[src/rtl/lfsr_serial_gen_pkg.sv]
// lfsr_serial_gen_pkg
//   Shared definitions for the LFSR serial generator family: FSM state
//   encoding, the legacy 4-bit tap constant and counter width helpers.
package lfsr_serial_gen_pkg;

  typedef enum logic [1:0] {
    ST_IDLE   = 2'd0,
    ST_RUN    = 2'd1,
    ST_SERIAL = 2'd2,
    ST_DONE   = 2'd3
  } lfsr_state_t;

  // Legacy 4-bit LFSR feedback: R[2]^R[1]^R[0] into the MSB.
  localparam logic [3:0] LFSR4_TAPS = 4'b0111;

  // Bits needed to count 0..n inclusive.
  function automatic int unsigned cnt_w(input int unsigned n);
    return (n < 2) ? 1 : $clog2(n + 1);
  endfunction

endpackage

[src/rtl/lfsr_serial_gen_core.sv]
// lfsr_core
//   Pure combinational Fibonacci LFSR step: shift right, feedback into MSB.
//   Ports:
//     state      in  WIDTH  current register value
//     next_state out WIDTH  {^(state & TAPS), state[WIDTH-1:1]}
module lfsr_core
  import lfsr_serial_gen_pkg::*;
#(
  parameter int unsigned      WIDTH = 4,
  parameter logic [WIDTH-1:0] TAPS  = WIDTH'(LFSR4_TAPS)
) (
  input  logic [WIDTH-1:0] state,
  output logic [WIDTH-1:0] next_state
);

  assign next_state = {^(state & TAPS), state[WIDTH-1:1]};

endmodule

[src/rtl/lfsr_serial_gen.sv]
// lfsr_serial_gen
//   Fibonacci LFSR (WIDTH bits, TAPS mask) run for a per-request number of
//   shift cycles, then unloaded LSB-first over a valid/ready serial port.
//   Ports:
//     CLK        in   clock, rising edge
//     RST        in   asynchronous active-low reset
//     start      in   request pulse, sampled only in IDLE
//     seed       in   initial LFSR state (zero is replaced by 1)
//     run_len    in   number of LFSR shift cycles
//     out_ready  in   sink accepts out_bit this cycle
//     busy       out  high in every state except IDLE
//     out_valid  out  out_bit valid (SERIAL)
//     out_bit    out  current serial bit = R[0]
//     done       out  one-cycle pulse after last bit accepted
//     seed_fix   out  sticky per request: zero seed was replaced by 1
module lfsr_serial_gen
  import lfsr_serial_gen_pkg::*;
#(
  parameter int unsigned      WIDTH = 4,
  parameter logic [WIDTH-1:0] TAPS  = WIDTH'(LFSR4_TAPS),
  parameter int unsigned      RUN_W = 8
) (
  input  logic             CLK,
  input  logic             RST,
  input  logic             start,
  input  logic [WIDTH-1:0] seed,
  input  logic [RUN_W-1:0] run_len,
  input  logic             out_ready,
  output logic             busy,
  output logic             out_valid,
  output logic             out_bit,
  output logic             done,
  output logic             seed_fix
);

  localparam int unsigned BIT_W = cnt_w(WIDTH);

  lfsr_state_t      state;
  logic [WIDTH-1:0] r;
  logic [WIDTH-1:0] r_next;
  logic [RUN_W-1:0] run_cnt;
  logic [RUN_W-1:0] run_len_q;
  logic [BIT_W-1:0] bit_cnt;
  logic             seed_fix_q;

  lfsr_core #(
    .WIDTH (WIDTH),
    .TAPS  (TAPS)
  ) u_core (
    .state      (r),
    .next_state (r_next)
  );

  always_ff @(posedge CLK or negedge RST) begin
    if (!RST) begin
      state      <= ST_IDLE;
      r          <= '0;
      run_cnt    <= '0;
      run_len_q  <= '0;
      bit_cnt    <= '0;
      seed_fix_q <= 1'b0;
    end else begin
      case (state)
        ST_IDLE: begin
          if (start) begin
            if (seed == '0) begin
              r          <= WIDTH'(1);
              seed_fix_q <= 1'b1;
            end else begin
              r          <= seed;
              seed_fix_q <= 1'b0;
            end
            run_cnt   <= '0;
            bit_cnt   <= '0;
            run_len_q <= run_len;
            state     <= (run_len != '0) ? ST_RUN : ST_SERIAL;
          end
        end
        ST_RUN: begin
          r       <= r_next;
          run_cnt <= run_cnt + RUN_W'(1);
          // run_len_q is non-zero here, so the decrement cannot underflow.
          if (run_cnt == run_len_q - RUN_W'(1)) begin
            state <= ST_SERIAL;
          end
        end
        ST_SERIAL: begin
          if (out_ready) begin
            r       <= r >> 1;
            bit_cnt <= bit_cnt + BIT_W'(1);
            if (bit_cnt == BIT_W'(WIDTH - 1)) begin
              state <= ST_DONE;
            end
          end
        end
        ST_DONE: begin
          state <= ST_IDLE;
        end
        default: state <= ST_IDLE;
      endcase
    end
  end

  // Outputs are pure decodes of registered state; reset values fall out of
  // state=IDLE and r=0.
  assign busy      = (state != ST_IDLE);
  assign out_valid = (state == ST_SERIAL);
  assign done      = (state == ST_DONE);
  assign out_bit   = r[0];
  assign seed_fix  = seed_fix_q;

endmodule

[config.mk]
export PLATFORM = sky130hd
export DESIGN_NAME = lfsr_serial_gen
export DESIGN_NICKNAME = d
export VERILOG_FILES = /design/src/rtl/lfsr_serial_gen_pkg.sv /design/src/rtl/lfsr_serial_gen_core.sv /design/src/rtl/lfsr_serial_gen.sv
export SDC_FILE = /design/constraint.sdc
export NUM_CORES = 1
export LEC_CHECK = 0
export ABC_AREA = 1
export CORE_MARGIN = 5
export CORE_UTILIZATION = 49
export CTS_CLUSTER_DIAMETER = 150
export CTS_CLUSTER_SIZE = 20
export DETAILED_ROUTE_END_ITERATION = 10
export DONT_BUFFER_PORTS = 1
export PLACE_DENSITY = 0.68
export REMOVE_ABC_BUFFERS = 1
export SYNTH_ARGS = -nofsm -noshare
export SYNTH_HDL_FRONTEND = slang
export SYNTH_HIERARCHICAL = 1
export SYNTH_SLANG_ARGS = --single-unit
[constraint.sdc]
create_clock -name CLK -period 2 [get_ports CLK]
set_input_delay 0.6 -clock CLK [delete_from_list [all_inputs] [get_ports CLK]]
set_output_delay 0.6 -clock CLK [all_outputs]
set_load 0.02 [all_outputs]
**Word-level counts from Yosys, hierarchy flattened**

Index checks and enable logic that the tools add are counted.

- Register bits after elaboration: 26
- Bits of input ports: 16
- Output and inout bits: 5
- Word-level logic and storage cells: 47

- Add/sub/neg operators: 3
- Equal/unequal tests: 9
- Muxes and demuxes: 16
- Reduce and logical (&&, ||, !) cells: 13

Operators with widths:

| operator | number |
|---|---|
| case mux 8 bit (2 select lines) | 1 |
| 2-to-1 mux 4 bit | 3 |
| case mux 4 bit (3 select lines) | 1 |
| 2-to-1 mux 2 bit | 5 |
| adder 8 x 1 -> 8 bit, second input constant | 1 |
| equality test 8 bit | 1 |
| 2-to-1 mux 8 bit | 1 |
| case mux 2 bit (4 select lines) | 1 |
| nonzero test 8 bit | 1 |
| subtractor 8 x 1 -> 8 bit, second input constant | 1 |
| 2-to-1 mux 3 bit | 2 |
| != test 2 bit, second input constant | 3 |
| case mux 3 bit (2 select lines) | 1 |
| AND reduction 3 bit | 2 |
| nonzero test 2 bit | 3 |
| equality test 2 bit, second input constant | 2 |
| zero test 4 bit | 1 |
| AND reduction 2 bit | 2 |
| AND reduction 4 bit | 1 |
| parity 4 bit | 1 |
| adder 3 x 1 -> 3 bit, second input constant | 1 |
| equality test 3 x 2 -> 1 bit, second input constant | 1 |
| nonzero test 3 bit | 1 |
| equality test 2 x 1 -> 1 bit, second input constant | 1 |
| other kinds (3) | 3 |

**Depth between registers and ports, before layout**

- Depth in word-level cells: 4
- Depth in mapped cells: 13
- Depth with buffers taken out: 13

**Modules after synthesis**

The synthesis kept the hierarchy.

By module, submodules not included:

| module | times used | cells an instance | area an instance (um^2) | seq. area each (um^2) |
|---|---|---|---|---|
| lfsr_serial_gen | 1 | 230 | 1,650.3 | 650.6 |
| lfsr_core | 1 | 12 | 57.6 | 0.0 |

**Least setup slack after synthesis**

Ideal clock, no wire load.

- Path kind: reg2reg
- From: register state[0]
- To: register run_cnt[6]
- Setup time: 0.119 ns
- Arrival time: 1.476 ns
- Required time: 1.881 ns
- Slack: 0.405 ns
- Cell stages (with the launch flop): 13
- Path buffers: 0
- Period minus slack after synthesis: 1.595 ns
- Cells stage by stage: dfrtp_1 > inv_1 > ha_1 > inv_2 > nand2_2 > nand2_2 > nand2_1 > nor2_1 > nand2_1 > nor2_1 > nand3_1 > nand2_1 > nor2_1

- Word-level cells in the longest chain between the ends: 3
- Elaborated cells between the ends (all ways): 6
- Classes of those cells: eq/ne (2); mux (1); reduce/logical (3)

Ends and longest elaborated chain:

| what | RTL line | source |
|---|---|---|
| start: declaration | lfsr_serial_gen.sv:38 | `lfsr_state_t state;` |
| start signal: assignment | lfsr_serial_gen.sv:76 | `state <= (run_len != '0) ? ST_RUN : ST_SERIAL;` |
| equality test 2 x 1 -> 1 bit / zero test 2 bit (equally long branches) | lfsr_serial_gen.sv:63 | `case (state)` |
| nonzero test 2 bit (no line) / != test 2 bit (equally long branches) | -- |  |
| AND reduction 2 bit (no line) | -- |  |
| end signal: assignment | lfsr_serial_gen.sv:81 | `run_cnt <= run_cnt + RUN_W'(1);` |
| end: declaration | lfsr_serial_gen.sv:41 | `logic [RUN_W-1:0] run_cnt;` |

Several ways; a longest one is shown, not always the timed one.
A chain may end at the register's enable or synchronous reset.

**Worst setup path in the final report**

- From: register state[0]
- To: output busy

- Word-level cells in the longest chain between the ends: 1

Ends and longest elaborated chain:

| what | RTL line | source |
|---|---|---|
| nonzero test 2 bit | lfsr_serial_gen.sv:106 | `assign busy = (state != ST_IDLE);` |
| end: declaration | lfsr_serial_gen.sv:29 | `output logic busy,` |

Every way passes these cells.

==> metrics.md <==
| Metric | Value |
|---|---|
| CTS tree | `built` |
| Synth Instances | `242` |
| Core Region | `3360 µm²` |
| Fmax | `552 MHz` |
| Hold WC Path Type | `in2async` |
| Initial core utilization | `50.8%` |
| Vias in the first global route | `1400` |
| DP Wirelength | `2.64 mm` |
| WP data arrival | `1.21 ns` |
| CP Data Required Time | `1.40 ns` |
| Post-Route WL | `3.33 mm` |
| Worst setup SP type | `register` |
| First-pass GRT wire length | `5.97 mm` |
| Vias per std cell | `4.96` |
| Max VDD drop | `712 µV` |
| Post-synth EDFFs | `0` |
| Max-cap violation count | `0` |
| CTS Buffer Depth | `2` |
| GPL Wtd Cong | `0.855` |
| CP Capture Type | `output port` |
| Largest area contributor in the netlist | `dfrtp_1` |
| Largest cells by area after synthesis | `dfrtp_1 38%, nand2_1 13%, inv_1 8.6%` |
| Clk sinks | `26` |
| Setup slack, reg-to-reg | `0.19 ns` |
| Largest net degree at the start of global routing | `27` |
| Total Power | `2.52 mW` |
| Postcts setup bufs | `0` |
| Worst-path clk slew | `0.13 ns` |
| Io pins | `21` |
| RSZ-0062 raised after global routing | `false` |
| Nets | `268` |
| Predominant post-synthesis flop cell | `dfrtp_1` |
| Root buf cell | `clkbuf_4` |
| Syn avg cell area | `7.06 µm²` |
| Post-route ant nets | `0` |
| Synth Register Bits | `26` |
| Share of layout cells above drive strength 1 | `9.47%` |
| Rows | `21` |
| Fin. Hold Viols | `0` |
| P&R area growth vs syn | `5.05%` |
| Clk Latency, worst-skew pair | `0.31 ns` |
| Synth top area share | `38.1%` |
| Fillers | `360` |
| Crit share post-route | `90.5%` |
| Synthesis warning total | `6` |
| Status | `finished, final reports clean` |
| Worst-margin pin slew | `0.302 ns` |
| Drt pass-1 iters | `4` |
| Pwr per Cell Area | `1400 nW/µm²` |
| DR vias | `1433` |
| Number of I/O port buffers | `0` |
| Relative slew slack | `79.9%` |
| Setup TNS | `0 ns` |
| R2R depth | `12` |
| Number of DRC markers in iteration 0 | `64` |
| Fin. max-slew vios | `0` |
| Post-synthesis sequential area ratio | `38.1%` |
| Grt total ovfl | `0` |
| Synth unique cells | `28` |
| Synthesized cell area | `1710 µm²` |
| # diodes | `0` |
| Most frequent cells after synthesis | `59 x nand2_1, 39 x inv_1, 26 x dfrtp_1, 24 x o21ai_0, 20 x nor2_1` |
| Initial antenna violation count | `0` |
| Clk_skew | `0.00372 ns` |
| Drt drc | `0` |
| Post-CTS resize count | `0` |
| Post-route cell area | `1790 µm²` |
| Count of final setup violators | `0` |
| Die height | `69.0 µm` |
| Multi-input gate area | `853 µm²` |
| Hold_ws | `0.0800 ns` |
| Die width | `69.0 µm` |
| Count leader, synth | `nand2_1` |
| Setup CP Type | `reg2out` |
| GRT Total Usage | `14.9%` |
| Crit path max fanout | `6` |
| Leakage | `0.920 nW` |
| Post-layout min period | `1.81 ns` |
| Async set or reset register ratio after synthesis | `100%` |
| H-tree depth | `1` |
| Register Area | `651 µm²` |
| Cell Area, Placed | `1740 µm²` |
| Routed len/inst | `11.5 µm` |
| Number of CTS-inserted buffers | `3` |
| Die area | `4770 µm²` |
==> cell families after synthesis <==
| group | Yosys count | synth area share, % |
|---|---|---|
| flops | 26 | 38.1 |
| xor+xnor | 3 | 1.54 |
| fa+ha+maj | 8 | 5.86 |
| simple gates | 114 | 29.8 |
| buf+inv | 49 | 11.9 |
| compound gates | 42 | 12.7 |
==> worst max-delay path: stages (launching register included) <==
cell and delay (ns):
dfrtp_1 0.42, inv_1 0.08, ha_1 0.23, inv_2 0.17
==> power breakdown <==
part	switching, mW	total, mW	internal [mW]
Clock	0.148	0.259	0.111
Sequential	0.202	0.907	0.705
Combinational	0.864	1.35	0.486
==> layer usage <==
layer / vias up / track usage [%] / wire length (µm)
li1: 761 / - / -
met1: 653 / 18.0 / 1570
met2: 17 / 26.1 / 1590
met3: 2 / 3.78 / 148
met4: 0 / 3.90 / 21
met5: - / 0 / 0
==> worst paths after layout <==
| kind | startpoint | to |
|---|---|---|
| min in group CLK | run_len[0] | run_len_q[0] |
| hold / removal | RST | run_cnt[6] |
| hold reg to reg | bit_cnt[1] | bit_cnt[1] |
| setup / recovery | state[0] | busy |
| max in group asynchronous | RST | run_len_q[5] |
| setup reg to reg | state[0] | run_cnt[6] |
==> through the flow <==
step                setup slack [ns]  instances  util (%)
floorplan                      0.226        236         -
global placement               0.237        284      51.7
detailed placement             0.206        284      51.7
CTS                            0.163        289      53.3
global route                  0.0165        289      53.3
finish                         0.189        289      53.3
==> cells in the final DEF, fill, tap and decap left out, drive strengths merged <==
master	count
nand2	65
inv	43
dfrtp	26
o21ai	26
nor2	23
nand3	17
a21oi	14
ha	8
nor3	5
clkbuf	4
buf	3
xnor2	2
nand4	2
or2	1
xor2	1
nand3b	1
o21bai	1
o22ai	1
==> flip-flops by register name, summed over array words and instances (netlist names) <==
name	flops
run_cnt	8
r	4
bit_cnt	3
state	2
seed_fix	1
run_len_q	8
==> cell type report <==
cell class                      instances  area share, %
Multi-Input combinational cell        167           47.6
Clock buffer                            4           2.02
Sequential cell                        26           36.3
Tap cell                               46           3.21
Inverter                               43           9.00
Timing Repair Buffer                    3           1.95
==> timing repair <==
| action | 4_1_cts | 5_1_grt |
|---|---|---|
| endpoints found under the setup margin | 0 | 0 |
| endpoints found under the hold margin | 26 | 0 |
| hold buffers | 1 | 0 |
(Power assumes the default switching activity.)
